`config.mk`:
```
export PLATFORM = sky130hd
export DESIGN_NAME = pll_reset_sequencer
export DESIGN_NICKNAME = d
export VERILOG_FILES = /design/src/rtl/pll_rst_pkg.sv /design/src/rtl/sync_bit.sv /design/src/rtl/pll_reset_sequencer.sv
export SDC_FILE = /design/constraint.sdc
export NUM_CORES = 1
export LEC_CHECK = 0
export CAP_MARGIN = 5
export CORE_ASPECT_RATIO = 1.25
export CORE_UTILIZATION = 44
export CTS_BUF_LIST = sky130_fd_sc_hd__clkbuf_4 sky130_fd_sc_hd__clkbuf_8 sky130_fd_sc_hd__clkbuf_16
export DETAILED_ROUTE_END_ITERATION = 7
export GPL_TIMING_DRIVEN = 0
export HOLD_SLACK_MARGIN = 0.1
export PLACE_DENSITY = 0.75
export SLEW_MARGIN = 20
export SYNTH_ARGS = -nofsm -noshare
export SYNTH_HDL_FRONTEND = slang
export SYNTH_SLANG_ARGS = --single-unit
```
`constraint.sdc`:
```
create_clock -name CLK -period 1.67 [get_ports CLK]
set_input_delay 0.334 -clock CLK [delete_from_list [all_inputs] [get_ports CLK]]
set_output_delay 0.334 -clock CLK [all_outputs]
set_load 0.005 [all_outputs]
```
`src/rtl/pll_rst_pkg.sv`:
```
// pll_rst_pkg: FSM encoding, loss-counter width and default parameters shared by pll_reset_sequencer.
package pll_rst_pkg;
  typedef enum logic [1:0] {
    WAIT_LOCK = 2'd0,
    STABLE    = 2'd1,
    RELEASE   = 2'd2,
    RUN       = 2'd3
  } state_e;
  localparam int LOSS_CNT_W             = 8;
  localparam int DEF_LOCK_STABLE_CYCLES = 1024;
  localparam int DEF_NUM_STAGES         = 3;
  localparam int DEF_STAGE_GAP_CYCLES   = 16;
  localparam int DEF_SYNC_DEPTH         = 2;
endpackage

```
`src/rtl/sync_bit.sv`:
```
// sync_bit: SYNC_DEPTH-flop synchronizer for one asynchronous bit, async active-low reset to 0.
module sync_bit
  import pll_rst_pkg::*;
#(
  parameter int SYNC_DEPTH = DEF_SYNC_DEPTH
) (
  input  logic clk,
  input  logic rst_n,
  input  logic d,
  output logic q
);
  logic [SYNC_DEPTH-1:0] sync_q, sync_d;
  assign sync_d = {sync_q[SYNC_DEPTH-2:0], d};
  assign q = sync_q[SYNC_DEPTH-1];
  always_ff @(posedge clk or negedge rst_n)
    if (!rst_n) sync_q <= '0;
    else sync_q <= sync_d;
endmodule

```
`src/rtl/pll_reset_sequencer.sv`:
```
// pll_reset_sequencer: releases staged resets once PLL lock has been stable; the lock-loss
// counter exists only when PLL_RESET_SEQUENCER_LOSS_CNT_EN is defined (otherwise tied to 0).
module pll_reset_sequencer
  import pll_rst_pkg::*;
#(
  parameter int LOCK_STABLE_CYCLES = DEF_LOCK_STABLE_CYCLES,
  parameter int NUM_STAGES         = DEF_NUM_STAGES,
  parameter int STAGE_GAP_CYCLES   = DEF_STAGE_GAP_CYCLES,
  parameter int SYNC_DEPTH         = DEF_SYNC_DEPTH
) (
  input  logic                  CLK,
  input  logic                  RESETN,
  input  logic                  PLL_LOCK,
  input  logic                  SW_RST_REQ,
  output logic [NUM_STAGES-1:0] RST_N_OUT,
  output logic                  SEQ_DONE,
  output logic [LOSS_CNT_W-1:0] LOCK_LOSS_CNT,
  output logic [1:0]            STATE
);
  localparam int CW = $clog2(LOCK_STABLE_CYCLES > STAGE_GAP_CYCLES ?
                             LOCK_STABLE_CYCLES : STAGE_GAP_CYCLES) + 1;
  state_e                state_q, state_d;
  logic [CW-1:0]         cnt_q, cnt_d;
  logic [NUM_STAGES-1:0] rst_q, rst_d, rst_step;
  logic                  lock_sync;
  sync_bit #(.SYNC_DEPTH(SYNC_DEPTH)) u_sync (
    .clk  (CLK),
    .rst_n(RESETN),
    .d    (PLL_LOCK),
    .q    (lock_sync)
  );
  // Thermometer step: yields bit 0 from all-zero, then fills upward one stage at a time.
  assign rst_step = (rst_q << 1) | NUM_STAGES'(1);
  always_comb begin
    state_d = state_q;
    cnt_d   = cnt_q;
    rst_d   = rst_q;
    if (state_q != WAIT_LOCK && (!lock_sync || SW_RST_REQ)) begin
      state_d = WAIT_LOCK;
      cnt_d   = '0;
      rst_d   = '0;
    end else if (state_q == WAIT_LOCK) begin
      state_d = lock_sync ? STABLE : WAIT_LOCK;
      cnt_d   = '0;
    end else if (state_q != RUN) begin
      if (cnt_q == (state_q == STABLE ? CW'(LOCK_STABLE_CYCLES - 1) : CW'(STAGE_GAP_CYCLES - 1))) begin
        rst_d   = rst_step;
        cnt_d   = '0;
        state_d = &rst_step ? RUN : RELEASE;
      end else cnt_d = cnt_q + CW'(1);
    end
  end
  always_ff @(posedge CLK or negedge RESETN)
    if (!RESETN) begin
      state_q <= WAIT_LOCK;
      cnt_q   <= '0;
      rst_q   <= '0;
    end else begin
      state_q <= state_d;
      cnt_q   <= cnt_d;
      rst_q   <= rst_d;
    end
  assign RST_N_OUT = rst_q;
  assign SEQ_DONE  = state_q == RUN;
  assign STATE     = state_q;
`ifdef PLL_RESET_SEQUENCER_LOSS_CNT_EN
  logic [LOSS_CNT_W-1:0] loss_q, loss_d;
  logic                  lost;
  assign lost   = !lock_sync && (state_q == RELEASE || state_q == RUN);
  assign loss_d = (lost && loss_q != '1) ? loss_q + LOSS_CNT_W'(1) : loss_q;
  always_ff @(posedge CLK or negedge RESETN)
    if (!RESETN) loss_q <= '0;
    else loss_q <= loss_d;
  assign LOCK_LOSS_CNT = loss_q;
`else
  assign LOCK_LOSS_CNT = '0;
`endif
endmodule
```
==> results of run 1 <==
==> cell usage in the layout, fill, tap and decap left out, drive strengths merged, types with 2 or more instances in the layout <==
master,Yosys,layout
o21ai,3,3
conb,1,8
nand2,12,12
nand3,5,5
buf,11,15
nand2b,3,3
nor4,3,3
nor3,11,11
inv,3,3
xnor2,7,7
a21oi,5,5
dfrtp,18,18
xor2,3,3
nor2,7,7
clkbuf,2,4
a2bb2oi,2,2
nor2b,2,2
clkdlybuf4s50,0,9
==> power by group through the flow <==
stage	Combinational [mW]	Clock, mW	Sequential, mW
floorplan	0.0616	0	0.454
detailed placement	0.0919	0	0.455
global route	0.106	0.240	0.448
finish	0.0953	0.208	0.446
global placement	0.0905	0	0.454
CTS	0.0943	0.221	0.446
==> per-layer routing <==
metal / vias up / track usage
li1: 414 / -
met1: 413 / 0.238
met2: 18 / 0.276
met3: 7 / 0.0225
met4: 0 / 0.105
met5: - / 0
==> what timing repair did <==
item                                    in CTS  in global routing
resized for setup                            6                  6
cloned                                       1                  0
pin swaps                                    4                  5
buffers inserted                             4                  0
endpoints found under the setup margin      17                 17
==> sequential cells by signal, indices dropped and copies added (netlist names) <==
| name | count |
|---|---|
| RST_N_OUT | 3 |
| STATE | 2 |
| cnt_q | 11 |
| u_sync.sync_q | 2 |
==> through the flow <==
step | instances | setup TNS (ps) | worst slack [ps]
floorplan | 118 | -1610 | -169
global placement | 158 | -5110 | -511
detailed placement | 158 | -5150 | -498
CTS | 165 | -2980 | -223
global route | 164 | -3840 | -280
finish | 164 | -2890 | -229
==> layout make-up <==
class                   count  area [um^2]
fillers                   214          917
multi-input cells          84          576
flip-flops and latches     18          450
repair buffers             14          129
plain buffers              11         87.6
well taps                  31         38.8
clock buffers               3         22.5
inverters                   3         13.8
==> cells by family after synthesis <==
| group | Yosys count | share of synthesized area |
|---|---|---|
| compound gates | 17 | 0.126 |
| xor+xnor | 10 | 0.0834 |
| fa+ha+maj | 1 | 0.0119 |
| buf+inv | 16 | 0.104 |
| flops | 18 | 0.429 |
| other cells | 1 | 0.00357 |
| simple gates | 48 | 0.242 |
==> worst paths after layout <==
check                      slack [ps]                  startpoint                         end  depth (start not counted)
max                              -230        STATE[1]$_DFFE_PN0P_        STATE[0]$_DFFE_PN0P_                          6
min                               350  u_sync.sync_q[0]$_DFF_PN0_  u_sync.sync_q[1]$_DFF_PN0_                          0
max reg2reg                      -230        STATE[1]$_DFFE_PN0P_        STATE[0]$_DFFE_PN0P_                          6
min reg2reg                       350  u_sync.sync_q[0]$_DFF_PN0_  u_sync.sync_q[1]$_DFF_PN0_                          0
max in group asynchronous         680                      RESETN        cnt_q[7]$_DFFE_PN0P_                          1
min in group asynchronous         500                      RESETN        cnt_q[8]$_DFFE_PN0P_                          1
==> flow_metrics.tcl, run 1 <==
set metrics [dict create \
    grt_max_degree 19 \
    yosysUniqueCellTypes 34 \
    switching_share 0.243 \
    finalSetupViolations 16 \
    io_pins 18 \
    cap_violations 0 \
    hpwl_um 1450 \
    end_kind "flip-flop" \
    cp.arrival_ps 2080 \
    drt-total-wl_um 2030 \
    cts.reportedPaths.clkPinSlew_ps 100 \
    synth_area_leaders "dfrtp_1 43%, buf_4 6.4%, xnor2_1 5.8%, nor3_1 5.2%, nand2_1 4.3%" \
    status "complete, but fails checks" \
    start_util 0.470 \
    drt_iter0_drc 13 \
    violations "negative setup slack" \
    cts_tree "built" \
    grt_antenna_before_repair 0 \
    n_antenna_cell 0 \
    drc_errors 0 \
    ir_worst_vdd_mv 0.438 \
    track_usage 0.180 \
    syn_area_mm2 0.00105 \
    htreeDepth 1 \
    vias 852 \
    p_switching_uw 182 \
    synth_top_area_share 0.429 \
    drive_above_1_share 0.301 \
    start_kind "flip-flop" \
    design.core.area_mm2 0.00223 \
    synth_most_common_cell "dfrtp_1" \
    cp_top_family "simple AND/OR/NAND/NOR gates" \
    wl_met3_um 44 \
    power_frac_seq 0.595 \
    syn_area_per_cell_um2 9.46 \
    hold_path.class "reg2reg" \
    synthArstFlopShare 1.00 \
    finClkSkew_ps 5.12 \
    p_total_uw 750 \
    yosys_most_used_dff "dfrtp_1" \
    cts_made_buffers 3 \
    met1Wirelength_um 939 \
    maxSlewViolCount 0 \
    dieArea_mm2 0.00259 \
    worst_pin_slew_ps 792 \
    p_int_uw 568 \
    placed_area_mm2 0.00124 \
    wl_per_cell_um 12.4 \
    synth_commonest_cells "18 x dfrtp_1, 12 x nand2_1, 11 x nor3_1" \
    ys_ff_latch 18 \
    grt_overflow_total 0 \
    fin_hold_ws_ps 354 \
    drtPass1Iterations 4 \
    clockBufferDepth 2 \
    slowest_stage "or4_4" \
    fin_util 0.590 \
    row_count 19 \
    synth-edff-count 0 \
    max_slew_margin 0.470 \
    yosysWarnings 0 \
    grt_pass1_wl_um 3450 \
    synth_cells 111 \
    required_ps 1850 \
    finalHoldViolCount 0 \
    finish.instance_area_mm2 0.00132 \
    grt_pass1_vias 823 \
    fmax_ghz 0.527 \
    yosysTopAreaCell "dfrtp_1" \
    crit_chain "nand2b_4, or4_4, a21oi_4, buf_6, a21oi_2, o31a_1" \
    crit_buf_inv 1 \
    area_growth_pct 25.5 \
    critical_path_class "reg2reg" \
    grt_setup_unrepaired "true" \
    fin_crit_ps 1900 \
    met2WireLength_um 1000 \
    cp_max_fo 5 \
    cts-root-buf "clkbuf_4" \
    die-height_um 56.6 \
    viasPerCell 5.20 \
    ant_nets 0 \
    critPathMaxStageDelay_ps 550 \
    top_layer "met4" \
    routabilityCongestion 0.832 \
    clkLatencyLatePin_ps 290 \
    combPwrFrac 0.127 \
    nets 140 \
    cts_sinks 18 \
    fp.dieW_um 45.7 \
    finalCritPeriodShare 1.14 \
    total_leakage_power_nw 0.538 \
    port_buffers 9 \
    setup_slack_ps -229 \
    synth-seq-area-share 0.429 \
    share_clk_of_total_power 0.278 \
    power_density_mw_per_mm2 569 \
    holdBufCountCts 0 \
]
Power figures use the tool's default switching activity.
==> run 2, diff against run 1 <==
CTS_BUF_LIST = sky130_fd_sc_hd__clkbuf_4   (was sky130_fd_sc_hd__clkbuf_4 sky130_fd_sc_hd__clkbuf_8 sky130_fd_sc_hd__clkbuf_16)
SKIP_CTS_REPAIR_TIMING = 1   (was not set)
==> run 2 against run 1 <==
The run still ends with negative setup slack left. Non-clock buffer count down 1. Critical path depth up 1. Sequential share of layout area about the same. Clock skew down 2.4 ps. Clock-buffer cell count unchanged. Total power down 0.48%. Clock power about the same. Die area unchanged. Maximum frequency down 0.26%. Critical path type unchanged. Largest cell class unchanged.
==> flow_metrics.tcl, run 2 (same netlist as run 1, synthesis figures left out) <==
set metrics [dict create \
    status "complete, but fails checks" \
    violations "negative setup slack" \
    fin_hold_ws_ps 354 \
    max_slew_margin 0.475 \
    viasPerCell 5.15 \
    die-height_um 56.6 \
    fin_util 0.591 \
    hold_path.class "reg2reg" \
    drtPass1Iterations 4 \
    row_count 19 \
    ir_worst_vdd_mv 0.434 \
    cpMostUsedCell "buf_6" \
    cts_made_buffers 3 \
    finalSetupViolations 16 \
    hpwl_um 1450 \
    crit_chain "buf_6, nand2b_4, or4_4, a21oi_4, buf_6, a21oi_2, o31a_1" \
    vias 840 \
    grt_max_degree 19 \
    wl_per_cell_um 12.3 \
    total_leakage_power_nw 0.524 \
    area_growth_pct 25.7 \
    fp.dieW_um 45.7 \
    grt_setup_unrepaired "true" \
    setup_slack_ps -234 \
    routabilityCongestion 0.832 \
    clockBufferDepth 2 \
    p_total_uw 747 \
    placed_area_mm2 0.00124 \
    drt_iter0_drc 16 \
    port_buffers 9 \
    grt_overflow_total 0 \
    fmax_ghz 0.525 \
    critPathMaxStageDelay_ps 530 \
    track_usage 0.175 \
    ant_nets 0 \
    grt_antenna_before_repair 0 \
    grt_pass1_vias 787 \
    drc_errors 0 \
    layout.cells.non_filler 163 \
    grt_pass1_wl_um 3350 \
    htreeDepth 1 \
    design.core.area_mm2 0.00223 \
    finalCritPeriodShare 1.14 \
    clkLatencyLatePin_ps 280 \
    start_util 0.470 \
    drt-total-wl_um 2010 \
    finClkSkew_ps 2.75 \
    crit_buf_inv 2 \
    finish.instance_area_mm2 0.00132 \
    drive_above_1_share 0.303 \
    finalHoldViolCount 0 \
    worst_pin_slew_ps 785 \
    slowest_stage "or4_4" \
    end_kind "flip-flop" \
    cts-root-buf "clkbuf_4" \
    cts.reportedPaths.clkPinSlew_ps 90 \
    critical_path_class "reg2reg" \
    cp_top_family "simple AND/OR/NAND/NOR gates" \
    io_pins 18 \
    final_common_cell "dfrtp_1" \
    cts_tree "built" \
    cp.arrival_ps 2080 \
    maxSlewViolCount 0 \
    cap_violations 0 \
    largest_register_ffs 11 \
    layout_common_cells "17 x dfrtp_1, 11 x nand2_1, 10 x buf_4" \
    required_ps 1850 \
    place_inst 158 \
    cts_sinks 18 \
    n_antenna_cell 0 \
    regMostFlops "cnt_q" \
    dieArea_mm2 0.00259 \
    cp_max_fo 6 \
    start_kind "flip-flop" \
    nets 139 \
    power_density_mw_per_mm2 566 \
    fin_crit_ps 1900 \
]
==> run 2: stage by stage <==
stage | worst slack [ps] | setup TNS [ps]
3_5_place_dp | -498 | -5150
6_report | -234 | -3070
5_1_grt | -288 | -4100
2_1_floorplan | -169 | -1610
3_3_place_gp | -511 | -5110
4_1_cts | -360 | -3480
==> run 2: final cells by class <==
class	count	area (um^2)
inverters	3	13.8
flip-flops and latches	18	452
multi-input cells	84	578
plain buffers	12	95.1
clock buffers	3	22.5
repair buffers	12	120
fillers	212	915
well taps	31	38.8
==> run 2: metal layers <==
layer | global-route usage | up-vias | part of all wire
met5 | 0 | - | 0
li1 | - | 412 | -
met3 | 0.0225 | 5 | 0.020
met4 | 0.0840 | 0 | 0.017
met2 | 0.267 | 14 | 0.50
met1 | 0.238 | 409 | 0.47
==> run 2: path summary, 6_finish.rpt <==
| path | startpoint | endpoint | slack (ps) | cells after the start |
|---|---|---|---|---|
| worst min register to register | u_sync.sync_q[0]$_DFF_PN0_ | u_sync.sync_q[1]$_DFF_PN0_ | 350 | 0 |
| worst min-delay path | u_sync.sync_q[0]$_DFF_PN0_ | u_sync.sync_q[1]$_DFF_PN0_ | 350 | 0 |
| max in group asynchronous | RESETN | cnt_q[0]$_DFFE_PN0P_ | 640 | 1 |
| worst max register to register | STATE[1]$_DFFE_PN0P_ | STATE[0]$_DFFE_PN0P_ | -230 | 7 |
| worst max-delay path | STATE[1]$_DFFE_PN0P_ | STATE[0]$_DFFE_PN0P_ | -230 | 7 |
| min in group asynchronous | RESETN | cnt_q[8]$_DFFE_PN0P_ | 500 | 1 |
==> run 2: where the power goes <==
group / switching (mW) / total (mW) / internal (mW)
combinational: 0.0526 / 0.0939 / 0.0413
sequential: 0.00471 / 0.446 / 0.442
clock: 0.122 / 0.206 / 0.0838
==> run 3, diff against run 2 <==
PLACE_DENSITY = 0.76   (was 0.75)
REMOVE_ABC_BUFFERS = 1   (was not set)
SYNTH_HIERARCHICAL = 1   (was not set)
==> run 3 against run 2 <==
The run still ends with negative setup slack left. Total power is 1.2% lower. Clock-buffer cell count did not move. Via count down 5.6%. Critical endpoint is now RST_N_OUT[2]$_DFFE_PN0P_.
==> flow_metrics.tcl, run 3 <==
set metrics [dict create \
    grt_max_degree 19 \
    htreeDepth 1 \
    power_frac_seq 0.608 \
    synthArstFlopShare 1.00 \
    ys_ff_latch 18 \
    finalSetupViolations 16 \
    cp.arrival_ps 2280 \
    p_switching_uw 178 \
    worstSetupEndpoint "RST_N_OUT[2]$_DFFE_PN0P_" \
    regMostFlops "cnt_q" \
    synth-edff-count 0 \
    share_clk_of_total_power 0.294 \
    status "complete, but fails checks" \
    grt_antenna_before_repair 0 \
    critical_path_class "reg2reg" \
    viasPerCell 5.66 \
    yosys_most_used_dff "dfrtp_1" \
    final_common_cell "dfrtp_1" \
    wl_per_cell_um 13.9 \
    violations "negative setup slack" \
    largest_register_ffs 11 \
    gr-max-usage-layer "met2" \
    n_antenna_cell 0 \
    synth_top_area_share 0.460 \
    cts_tree "built" \
    io_pins 18 \
    drt-total-wl_um 1940 \
    drtPass1Iterations 6 \
    synth_cells 102 \
    syn_area_per_cell_um2 9.60 \
    yosysUniqueCellTypes 30 \
    synth_commonest_cells "18 x dfrtp_1, 10 x nor3_1, 9 x nand2_1" \
    dieArea_mm2 0.00242 \
    cap_violations 0 \
    track_usage 0.162 \
    cts_made_buffers 3 \
    fin_util 0.572 \
    drt_iter0_drc 34 \
    synth_area_leaders "dfrtp_1 46%, xnor2_1 6.3%, buf_4 6.1%, nor3_1 5.1%, nand2_1 3.4%" \
    fin_crit_ps 2120 \
    met2_usage 0.284 \
    synth-seq-area-share 0.460 \
    grt_pass1_wl_um 2810 \
    end_kind "flip-flop" \
    reg2reg_depth 5 \
    cts-root-buf "clkbuf_4" \
    start_util 0.483 \
    yosysTopAreaCell "dfrtp_1" \
    reg2reg_slack_ps -450 \
    fp.dieW_um 44.2 \
    max_slew_margin 0.461 \
    synth_most_common_cell "dfrtp_1" \
    switching_share 0.241 \
    hpwl_um 1220 \
    crit-reg2reg-launch "cnt_q[8]$_DFFE_PN0P_" \
    die-height_um 54.8 \
    total_leakage_power_nw 0.496 \
    place_inst 129 \
    grt_setup_unrepaired "true" \
    layout.cells.non_filler 140 \
    ff_latch_area_um2 454 \
    grt_overflow_total 0 \
    multiInputGateArea_um2 495 \
    grtUsageMet3 0.0330 \
    worst_pin_slew_ps 806 \
    ant_nets 0 \
    fin_hold_ws_ps 363 \
    hold_path.class "reg2reg" \
    routabilityCongestion 0.707 \
    nFillCells 170 \
    syn_area_um2 980 \
    drive_above_1_share 0.150 \
    setup_slack_ps -452 \
    clkLatencyLatePin_ps 290 \
    cp_max_fo 3 \
    finalHoldViolCount 0 \
    required_ps 1830 \
    cp-startpoint "cnt_q[8]$_DFFE_PN0P_" \
    row_count 18 \
    power_density_mw_per_mm2 636 \
    maxSlewViolCount 0 \
    clockBufferDepth 2 \
    layout_common_cells "15 x dfrtp_1, 10 x nor3_1, 9 x nand2_1" \
    use_met1 0.190 \
    ir_worst_vdd_mv 0.530 \
    drc_errors 0 \
    area_growth_pct 18.4 \
    grt_pass1_vias 665 \
    nets 126 \
    combPwrFrac 0.098 \
    fmax_ghz 0.471 \
    p_int_uw 559 \
    finalCritPeriodShare 1.27 \
    cts.reportedPaths.clkPinSlew_ps 100 \
    yosysWarnings 6 \
    cts_sinks 18 \
    port_buffers 9 \
    rr_endpoint "RST_N_OUT[2]$_DFFE_PN0P_" \
    vias 793 \
    start_kind "flip-flop" \
    finClkSkew_ps 1.25 \
    design.core.area_mm2 0.00203 \
]
run 3: final cells by class:
type / instances / share of cell area
multi-input cells: 79 / 0.427
inverters: 4 / 0.0129
clock inverters: 1 / 0.00324
well taps: 20 / 0.0216
repair buffers: 15 / 0.124
flip-flops and latches: 18 / 0.392
clock buffers: 3 / 0.0194
run 3: metal layers:
layer | wire length, um | vias up
met3 | 71 | 5
met2 | 993 | 23
met1 | 840 | 388
met5 | 0 | -
met4 | 34 | 0
li1 | - | 377
run 3: per-stage QoR:
step                setup TNS, ps  area (um^2)  worst slack [ps]  power [mW]
floorplan                   -4310          942              -335       0.488
CTS                         -7250         1080              -531       0.730
global placement            -6700         1060              -508       0.516
global route                -6940         1160              -484       0.768
finish                      -6090         1160              -452       0.738
detailed placement          -6490         1060              -497       0.516
run 3: cells by family after synthesis:
family,share of synthesized area
AND/OR/NAND/NOR,0.257
flip-flops,0.460
AO/OA/AOI/OAI,0.0971
buffers and inverters,0.0805
XOR/XNOR,0.0894
adder cells (fa/ha/maj),0.0128
other,0.00383
run 3: worst min path at each step:
stage / start / to / slack (ps) / cells after the start
final: u_sync/sync_q[0]$_DFF_PN0_ / u_sync/sync_q[1]$_DFF_PN0_ / 360 / 0
after detailed placement: u_sync/sync_q[0]$_DFF_PN0_ / u_sync/sync_q[1]$_DFF_PN0_ / 340 / 0
after global placement: u_sync/sync_q[0]$_DFF_PN0_ / u_sync/sync_q[1]$_DFF_PN0_ / 340 / 0
after floorplan: RESETN / RST_N_OUT[0]$_DFFE_PN0P_ / 40 / 0
after CTS: u_sync/sync_q[0]$_DFF_PN0_ / u_sync/sync_q[1]$_DFF_PN0_ / 370 / 0
after global routing: u_sync/sync_q[0]$_DFF_PN0_ / u_sync/sync_q[1]$_DFF_PN0_ / 370 / 0
run 3: power by group through the flow:
stage / Combinational [mW] / Clock (mW) / Sequential, mW
floorplan: 0.0323 / 0 / 0.456
detailed placement: 0.0597 / 0 / 0.457
finish: 0.0726 / 0.217 / 0.448
CTS: 0.0601 / 0.222 / 0.448
global placement: 0.0594 / 0 / 0.457
global route: 0.0795 / 0.239 / 0.449
run 3: worst max-delay path, cell delays in order, from the launching register on:
cell	delay (ps)
dfrtp_2	430
or4_1	520
or4_4	460
a211o_1	320
a32oi_1	180
o21ai_1	80
